**config.mk**
```make
export PLATFORM = sky130hd
export DESIGN_NAME = alu_mc
export DESIGN_NICKNAME = d
export VERILOG_FILES = /design/src/rtl/alu_pkg.sv /design/src/rtl/alu_muldiv_iter.sv /design/src/rtl/alu_mc.sv
export SDC_FILE = /design/constraint.sdc
export NUM_CORES = 1
export LEC_CHECK = 0
export BUFFER_PORTS_ARGS = -buffer_cell sky130_fd_sc_hd__buf_2
export CAP_MARGIN = 20
export CELL_PAD_IN_SITES_DETAIL_PLACEMENT = 0
export CELL_PAD_IN_SITES_GLOBAL_PLACEMENT = 1
export CORE_UTILIZATION = 30
export DETAILED_ROUTE_END_ITERATION = 8
export GPL_TIMING_DRIVEN = 0
export PLACE_DENSITY = 0.66
export RECOVER_POWER = 25
export SETUP_SLACK_MARGIN = 0.05
export SLEW_MARGIN = 0
export SYNTH_ARGS = -nofsm -noshare
export SYNTH_HDL_FRONTEND = slang
export SYNTH_SLANG_ARGS = --single-unit
```
**constraint.sdc**
```tcl
create_clock -name clk -period 5.5 [get_ports clk]
set_input_delay 1.1 -clock clk [delete_from_list [all_inputs] [get_ports clk]]
set_output_delay 1.1 -clock clk [all_outputs]
set_load 0.03 [all_outputs]
```
**src/rtl/alu_pkg.sv**
```systemverilog
// alu_pkg: opcodes, FSM state encoding and single-cycle result helper for alu_mc
package alu_pkg;

    localparam logic [3:0] ALU_NOP  = 4'd0;
    localparam logic [3:0] ALU_ADD  = 4'd1;
    localparam logic [3:0] ALU_SUB  = 4'd2;
    localparam logic [3:0] ALU_AND  = 4'd3;
    localparam logic [3:0] ALU_OR   = 4'd4;
    localparam logic [3:0] ALU_SLL  = 4'd5;
    localparam logic [3:0] ALU_SRL  = 4'd6;
    localparam logic [3:0] ALU_XOR  = 4'd7;
    localparam logic [3:0] ALU_SRA  = 4'd8;
    localparam logic [3:0] ALU_SLT  = 4'd9;
    localparam logic [3:0] ALU_SLTU = 4'd10;
    localparam logic [3:0] ALU_MUL  = 4'd11;
    localparam logic [3:0] ALU_DIVU = 4'd12;
    localparam logic [3:0] ALU_REMU = 4'd13;

    localparam logic [1:0] ST_IDLE = 2'd0;
    localparam logic [1:0] ST_MUL  = 2'd1;
    localparam logic [1:0] ST_DIV  = 2'd2;
    localparam logic [1:0] ST_DONE = 2'd3;

    // Operands arrive pre-extended to 64 bits (zero- and sign-extended copies) so one
    // function serves every WIDTH; the caller keeps the low WIDTH bits. Multi-cycle and
    // illegal opcodes fall to the default and yield 0.
    function automatic logic [63:0] alu_single(input logic [3:0] op, input logic [63:0] au,
                                               input logic [63:0] bu, input logic [63:0] as,
                                               input logic [63:0] bs, input logic [5:0] sh);
        logic [63:0] r;
        r = '0;
        case (op)
            ALU_ADD:  r = au + bu;
            ALU_SUB:  r = au - bu;
            ALU_AND:  r = au & bu;
            ALU_OR:   r = au | bu;
            ALU_SLL:  r = au << sh;
            ALU_SRL:  r = au >> sh;
            ALU_XOR:  r = au ^ bu;
            ALU_SRA:  r = $signed(as) >>> sh;
            ALU_SLT:  r = 64'($signed(as) < $signed(bs));
            ALU_SLTU: r = 64'(au < bu);
            default:  r = '0;
        endcase
        return r;
    endfunction

endpackage

```
**src/rtl/alu_muldiv_iter.sv**
```systemverilog
// alu_muldiv_iter: iterative shift-add multiplier / restoring divider, one bit per cycle
//   clk, rst          clock, synchronous active-high reset
//   start_i           load operands and begin WIDTH iterations
//   div_i, rem_i      divide (else multiply); return remainder (else quotient)
//   op_a_i, op_b_i    multiplicand/dividend, multiplier/divisor
//   busy_o            iterations in progress
//   done_o            final iteration this cycle; result_o valid
//   result_o          result as it will stand after the final iteration
import alu_pkg::*;

module alu_muldiv_iter #(
    parameter int WIDTH = 32
) (
    input  logic             clk,
    input  logic             rst,
    input  logic             start_i,
    input  logic             div_i,
    input  logic             rem_i,
    input  logic [WIDTH-1:0] op_a_i,
    input  logic [WIDTH-1:0] op_b_i,
    output logic             busy_o,
    output logic             done_o,
    output logic [WIDTH-1:0] result_o
);
    localparam int CW = $clog2(WIDTH);
    logic             busy_q, div_q, rem_q;
    logic [CW-1:0]    cnt_q;
    // acc: product accumulator or partial remainder
    // sh:  multiplier (shifts right) or dividend/quotient (shifts left)
    // md:  multiplicand (shifts left) or divisor
    logic [WIDTH-1:0] acc_q, acc_d, sh_q, sh_d, md_q, md_d;
    logic [WIDTH:0]   r_shift, diff;

    always_comb begin
        r_shift = {acc_q, sh_q[WIDTH-1]};
        diff    = r_shift - {1'b0, md_q};
        // diff[WIDTH] set means the trial subtraction went negative: restore.
        // A zero divisor never goes negative, giving all-ones quotient and remainder = dividend.
        acc_d   = div_q ? (diff[WIDTH] ? r_shift[WIDTH-1:0] : diff[WIDTH-1:0])
                        : acc_q + (sh_q[0] ? md_q : '0);
        sh_d    = div_q ? {sh_q[WIDTH-2:0], ~diff[WIDTH]} : sh_q >> 1;
        md_d    = div_q ? md_q : md_q << 1;
    end

    assign busy_o   = busy_q;
    assign done_o   = busy_q && cnt_q == '0;
    assign result_o = (div_q && !rem_q) ? sh_d : acc_d;

    always_ff @(posedge clk) begin
        if (rst) begin
            busy_q <= 1'b0;
            div_q  <= 1'b0;
            rem_q  <= 1'b0;
            cnt_q  <= '0;
            acc_q  <= '0;
            sh_q   <= '0;
            md_q   <= '0;
        end else if (start_i) begin
            busy_q <= 1'b1;
            div_q  <= div_i;
            rem_q  <= rem_i;
            cnt_q  <= CW'(WIDTH - 1);
            acc_q  <= '0;
            sh_q   <= div_i ? op_a_i : op_b_i;
            md_q   <= div_i ? op_b_i : op_a_i;
        end else if (busy_q) begin
            busy_q <= cnt_q != '0;
            cnt_q  <= cnt_q - 1'b1;
            acc_q  <= acc_d;
            sh_q   <= sh_d;
            md_q   <= md_d;
        end
    end

endmodule

```
**src/rtl/alu_mc.sv**
```systemverilog
// alu_mc: multi-cycle integer ALU with valid/ready handshakes and registered result/flags
//   clk, rst                  clock, synchronous active-high reset
//   in_valid / in_ready       operation handshake (ready only in IDLE)
//   opcode, operand_1/2       operation select and operands (operand_2 low bits = shift amount)
//   out_valid / out_ready     result handshake; result held until accepted
//   alu_result, zero, illegal registered result, result==0 flag, unsupported-opcode flag
import alu_pkg::*;

module alu_mc #(
    parameter int WIDTH     = 32,
    parameter bit MULDIV_EN = 1'b1
) (
    input  logic             clk,
    input  logic             rst,
    input  logic             in_valid,
    output logic             in_ready,
    input  logic [3:0]       opcode,
    input  logic [WIDTH-1:0] operand_1,
    input  logic [WIDTH-1:0] operand_2,
    output logic             out_valid,
    input  logic             out_ready,
    output logic [WIDTH-1:0] alu_result,
    output logic             zero,
    output logic             illegal
);
    localparam int SW = $clog2(WIDTH);
    logic [1:0]       state_q, state_d;
    logic [WIDTH-1:0] res_q, res_d, single, md_res;
    logic             zero_q, zero_d, ill_q, ill_d;
    logic             accept, is_md, is_ill, md_done, md_busy;

    assign in_ready   = state_q == ST_IDLE && !md_busy;
    assign out_valid  = state_q == ST_DONE;
    assign alu_result = res_q;
    assign zero       = zero_q;
    assign illegal    = ill_q;
    assign accept     = in_valid && in_ready;
    assign is_md      = MULDIV_EN && opcode >= ALU_MUL && opcode <= ALU_REMU;
    assign is_ill     = opcode > ALU_REMU || (!MULDIV_EN && opcode >= ALU_MUL);
    // Illegal and mul/div opcodes already evaluate to 0 here.
    assign single     = WIDTH'(alu_single(opcode, 64'(operand_1), 64'(operand_2),
                                          64'($signed(operand_1)), 64'($signed(operand_2)),
                                          6'(operand_2[SW-1:0])));

    if (MULDIV_EN) begin : g_md
        alu_muldiv_iter #(.WIDTH(WIDTH)) u_md (
            .clk      (clk),
            .rst      (rst),
            .start_i  (accept && is_md),
            .div_i    (opcode != ALU_MUL),
            .rem_i    (opcode == ALU_REMU),
            .op_a_i   (operand_1),
            .op_b_i   (operand_2),
            .busy_o   (md_busy),
            .done_o   (md_done),
            .result_o (md_res)
        );
    end else begin : g_no_md
        assign md_busy = 1'b0;
        assign md_done = 1'b0;
        assign md_res  = '0;
    end

    always_comb begin
        state_d = state_q;
        res_d   = res_q;
        ill_d   = ill_q;
        if (accept) begin
            state_d = !is_md ? ST_DONE : (opcode == ALU_MUL ? ST_MUL : ST_DIV);
            res_d   = is_md ? res_q : single;
            ill_d   = is_md ? ill_q : is_ill;
        end else if ((state_q == ST_MUL || state_q == ST_DIV) && md_done) begin
            state_d = ST_DONE;
            res_d   = md_res;
            ill_d   = 1'b0;
        end else if (state_q == ST_DONE && out_ready) begin
            state_d = ST_IDLE;
        end
        zero_d = res_d == '0;
    end

    always_ff @(posedge clk) begin
        if (rst) begin
            state_q <= ST_IDLE;
            res_q   <= '0;
            zero_q  <= 1'b1;
            ill_q   <= 1'b0;
        end else begin
            state_q <= state_d;
            res_q   <= res_d;
            zero_q  <= zero_d;
            ill_q   <= ill_d;
        end
    end

endmodule

```
==> metrics <==
Chip Height=between 200 and 300 um; Worst-Margin Slew=roughly 1.2 ns; Pwr Density=approximately 200 nW/um^2; worst-case headroom to the max-slew limit=18.6%; RSZ-0062 raised after global routing=no; # fillers=between 7k and 8k; worst stage delay on the critical path=1.00 ns; FP Rows=96; Max Cap Viol=0; CTS root buffer=clkbuf_16; Crit path top cell by count=clkbuf_1; Critical Path AT=between 5 and 6 ns; Critical-path top delay cell=nor4bb_2; failing checks=setup timing; crit path kind=in2reg; status=complete, but fails checks; CP Launch Type=primary input; Hold WC Path Type=reg2reg; Mapped Cells=around 3k; reg2reg setup slack=0.30 ns; Worst R2R Start=g_md.u_md.sh_q[31]$_SDFFE_PP0P_; core box area=68900 um^2; CTS Hold Buffers Added=0; met2 Track Usage GR=between 50% and 60%; Total Wirelength=approximately 130000 um; nets=about 3.4k; placed cells=4080; Synth area leader=dfxtp_1; clock tree buffer depth=2; CP endpoint=zero$_SDFF_PP1_; Worst Skew=~0.013 ns; most used routing layer=met2; post-DP HPWL=approximately 100000 um; post-synthesis instance area=roughly 21000 um^2; clock sink total=140; setup violators final=1; GPL Wtd Cong=between 1 and 1.5; fmax=~0.18 GHz; Worst-path clk slew=~0.070 ns; LEAKAGE=~9.2 nW; CTS Buf Count=17; share of the synthesized area in the top cell type=a little over an eighth; Mapped Nets=~3.3k; post-route ant nets=0; Crit. End Element=flop; post-place instance area=22800 um^2; Synth area leaders=dfxtp_1, ha_1, nor2_1, a21oi_1, nand2_1; total number of vias=26.2k; RR Endpoint=zero$_SDFF_PP1_; largest net degree at the start of global routing=31; Worst EP required=between 5 and 6 ns; Total Routing Usage GR=a little over a third; final slew viol count=0; share of synthesized registers carrying an async set or reset=0%; post-layout instance area=between 20000 and 25000 um^2; sequence of cells on the critical path=buf_2 -> clkbuf_1 -> nor4bb_2 -> clkbuf_1 -> clkbuf_1 -> a22oi_1 -> o21ai_0 -> a2111oi_0 -> a21oi_1 -> a21oi_1 -> and3_1 -> a41o_1; Max VDD drop=151 uV; worst setup margin=-0.118 ns; vias in the first global route=roughly 24k; grt met1 use=between 40% and 50%; Die X=around 270 um; Die Footprint=~70000 um^2; grt met3 use=about 8.6%; CP startpoint=opcode[0]; EDFF count, synth=0; Routed wire per std cell=31.3 um; syn avg cell area=6.92 um^2; fraction of layout cells with a size suffix above 1=under 10%; CP Max Fanout=10; clk_lat worst skew=between 0.4 and 0.5 ns; vias per inst=between 6 and 7; Synth Flop Type=dfxtp_1; H-tree levels=4; sequential area share after synthesis=a little over an eighth; CTS tree=built; post-route insts no fill=4114; final worst-path cycle share=102%; port bufs=107; Yosys cell types=a little over 100; Overflow after GRT=0; Detailed Routing Iterations Pass 1=6; number of synthesized register bits=140; yosys warns=0; Register Area=between 2000 and 3000 um^2; multi-input logic area=~17000 um^2; Fin. Hold Viols=0; drt drc=0; Area growth, synth to finish=12.4%; I/O Pins=about 110; initial antenna violation count=16; DRT iter0 DRCs=4320; Initial Utilization=between 30% and 40%; min cycle time layout=5.62 ns; final core area utilization=between 30% and 40%; first-pass GRT wire length=181000 um; worst r2r path cells=16
[worst min path at each step]
stage / startpoint / slack (ns) / depth (start not counted) / to
finish: state_q[1]$_SDFFE_PP0P_ / 0.49 / 2 / state_q[1]$_SDFFE_PP0P_
global route: state_q[1]$_SDFFE_PP0P_ / 0.51 / 2 / state_q[1]$_SDFFE_PP0P_
CTS: state_q[1]$_SDFFE_PP0P_ / 0.49 / 2 / state_q[1]$_SDFFE_PP0P_
detailed placement: state_q[1]$_SDFFE_PP0P_ / 0.49 / 2 / state_q[1]$_SDFFE_PP0P_
global placement: state_q[1]$_SDFFE_PP0P_ / 0.49 / 2 / state_q[1]$_SDFFE_PP0P_
floorplan: g_md.u_md.md_q[0]$_SDFFE_PP0P_ / 0.46 / 2 / g_md.u_md.md_q[0]$_SDFFE_PP0P_
[routing by layer]
| metal | routed length (um) | up-vias | share of wire [%] |
|---|---|---|---|
| li1 | - | 11500 | - |
| met1 | 54600 | 12700 | 42 |
| met2 | 52600 | 1756 | 41 |
| met3 | 14800 | 353 | 11 |
| met4 | 6760 | 4 | 5.3 |
| met5 | 27 | - | 0.021 |
[cell usage in the layout (no fill, tap or decap), types with 22 or more instances in the layout]
cell type,instances
a211oi_1,39
a21o_1,42
a21oi_1,280
a221oi_1,22
a22oi_1,33
a311oi_1,70
a31oi_1,49
buf_2,87
clkbuf_1,189
dfxtp_1,140
ha_1,165
inv_1,148
mux2_2,35
mux2i_1,116
mux4_2,29
nand2_1,370
nand2b_1,28
nand3_1,63
nand4_1,22
nor2_1,411
nor2b_1,36
nor3_1,45
o211ai_1,46
o21ai_0,154
o22ai_1,30
xnor2_1,47
xor2_1,23
[sequential cells by signal, indices dropped and copies added (netlist names)]
register / count
g_md.u_md.md_q: 32
g_md.u_md.acc_q: 32
g_md.u_md.busy_o: 1
g_md.u_md.cnt_q: 5
state_q: 2
g_md.u_md.sh_q: 32
zero: 1
g_md.u_md.rem_q: 1
alu_result: 32
g_md.u_md.div_q: 1
illegal: 1
[worst max-delay path: cells and delay by family]
family | cells | cell delay [ns]
buffers and inverters | 4 | 2.06
AO/OA/AOI/OAI | 6 | 1.54
AND/OR/NAND/NOR | 2 | 1.22
[area by class of cell]
type / count / area share, %
Antenna cell: 4 / 0.0423
Clock buffer: 20 / 1.93
Multi-Input combinational cell: 2528 / 71.6
Sequential cell: 140 / 11.8
Buffer: 210 / 3.92
Clock inverter: 11 / 0.804
Timing Repair Buffer: 117 / 2.43
Inverter: 153 / 2.46
Tap cell: 931 / 4.92
[synthesized netlist by cell type, drive strengths merged, types with 9 or more instances]
master,count
a22oi,34
nor2b,36
or3,14
a211o,15
mux2i,116
and3,18
nand3,66
dfxtp,140
o311a,9
or2,10
ha,167
nor3,46
xnor2,47
o21a,12
a311oi,72
a211oi,42
inv,152
o221ai,14
nand2,371
nand4,22
o31ai,18
a31oi,50
a21o,42
o22ai,32
xor2,23
mux2,44
nand2b,28
and2,12
nor4,21
a2111oi,11
o211ai,47
o2111ai,11
buf,55
a221oi,30
clkbuf,165
a21oi,285
nand3b,10
o21bai,17
mux4,29
o21ai,170
nor2,412
[what timing repair did]
item	in CTS	in global routing
buffers inserted	2	6
pin swaps	4	8
gates cloned	0	0
endpoints found under the setup margin	28	3
resized for setup	34	41
[report_power, final]
group | internal (mW) | switching, mW
Combinational | 0.673 | 1.58
Clock | 0.826 | 0.503
Sequential | 1.06 | 0.0645
[cells by family (layout without fill, tap and decap cells)]
group | after synthesis | in the layout | synth area share [%]
simple gates | 1102 | 1102 | 23.5
buf+inv | 373 | 511 | 7.12
compound gates | 996 | 996 | 31.7
xor+xnor | 70 | 70 | 2.91
fa+ha+maj | 171 | 171 | 10.3
other cells | 0 | 4 | 0
mux | 189 | 189 | 11.1
flops | 140 | 140 | 13.3
[per-stage QoR]
stage | setup WS (ns) | hold slack (ns) | TNS, ns | power (mW)
floorplan | 0.414 | 0.458 | 0 | 2.41
global placement | -2.50 | 0.492 | -29.54 | 3.27
detailed placement | -2.47 | 0.485 | -28.93 | 3.25
CTS | 0.0509 | 0.494 | 0 | 4.58
global route | 0.0447 | 0.515 | 0 | 4.83
finish | -0.118 | 0.491 | -0.118 | 4.70
No activity file was read; power rests on OpenSTA's default activity.
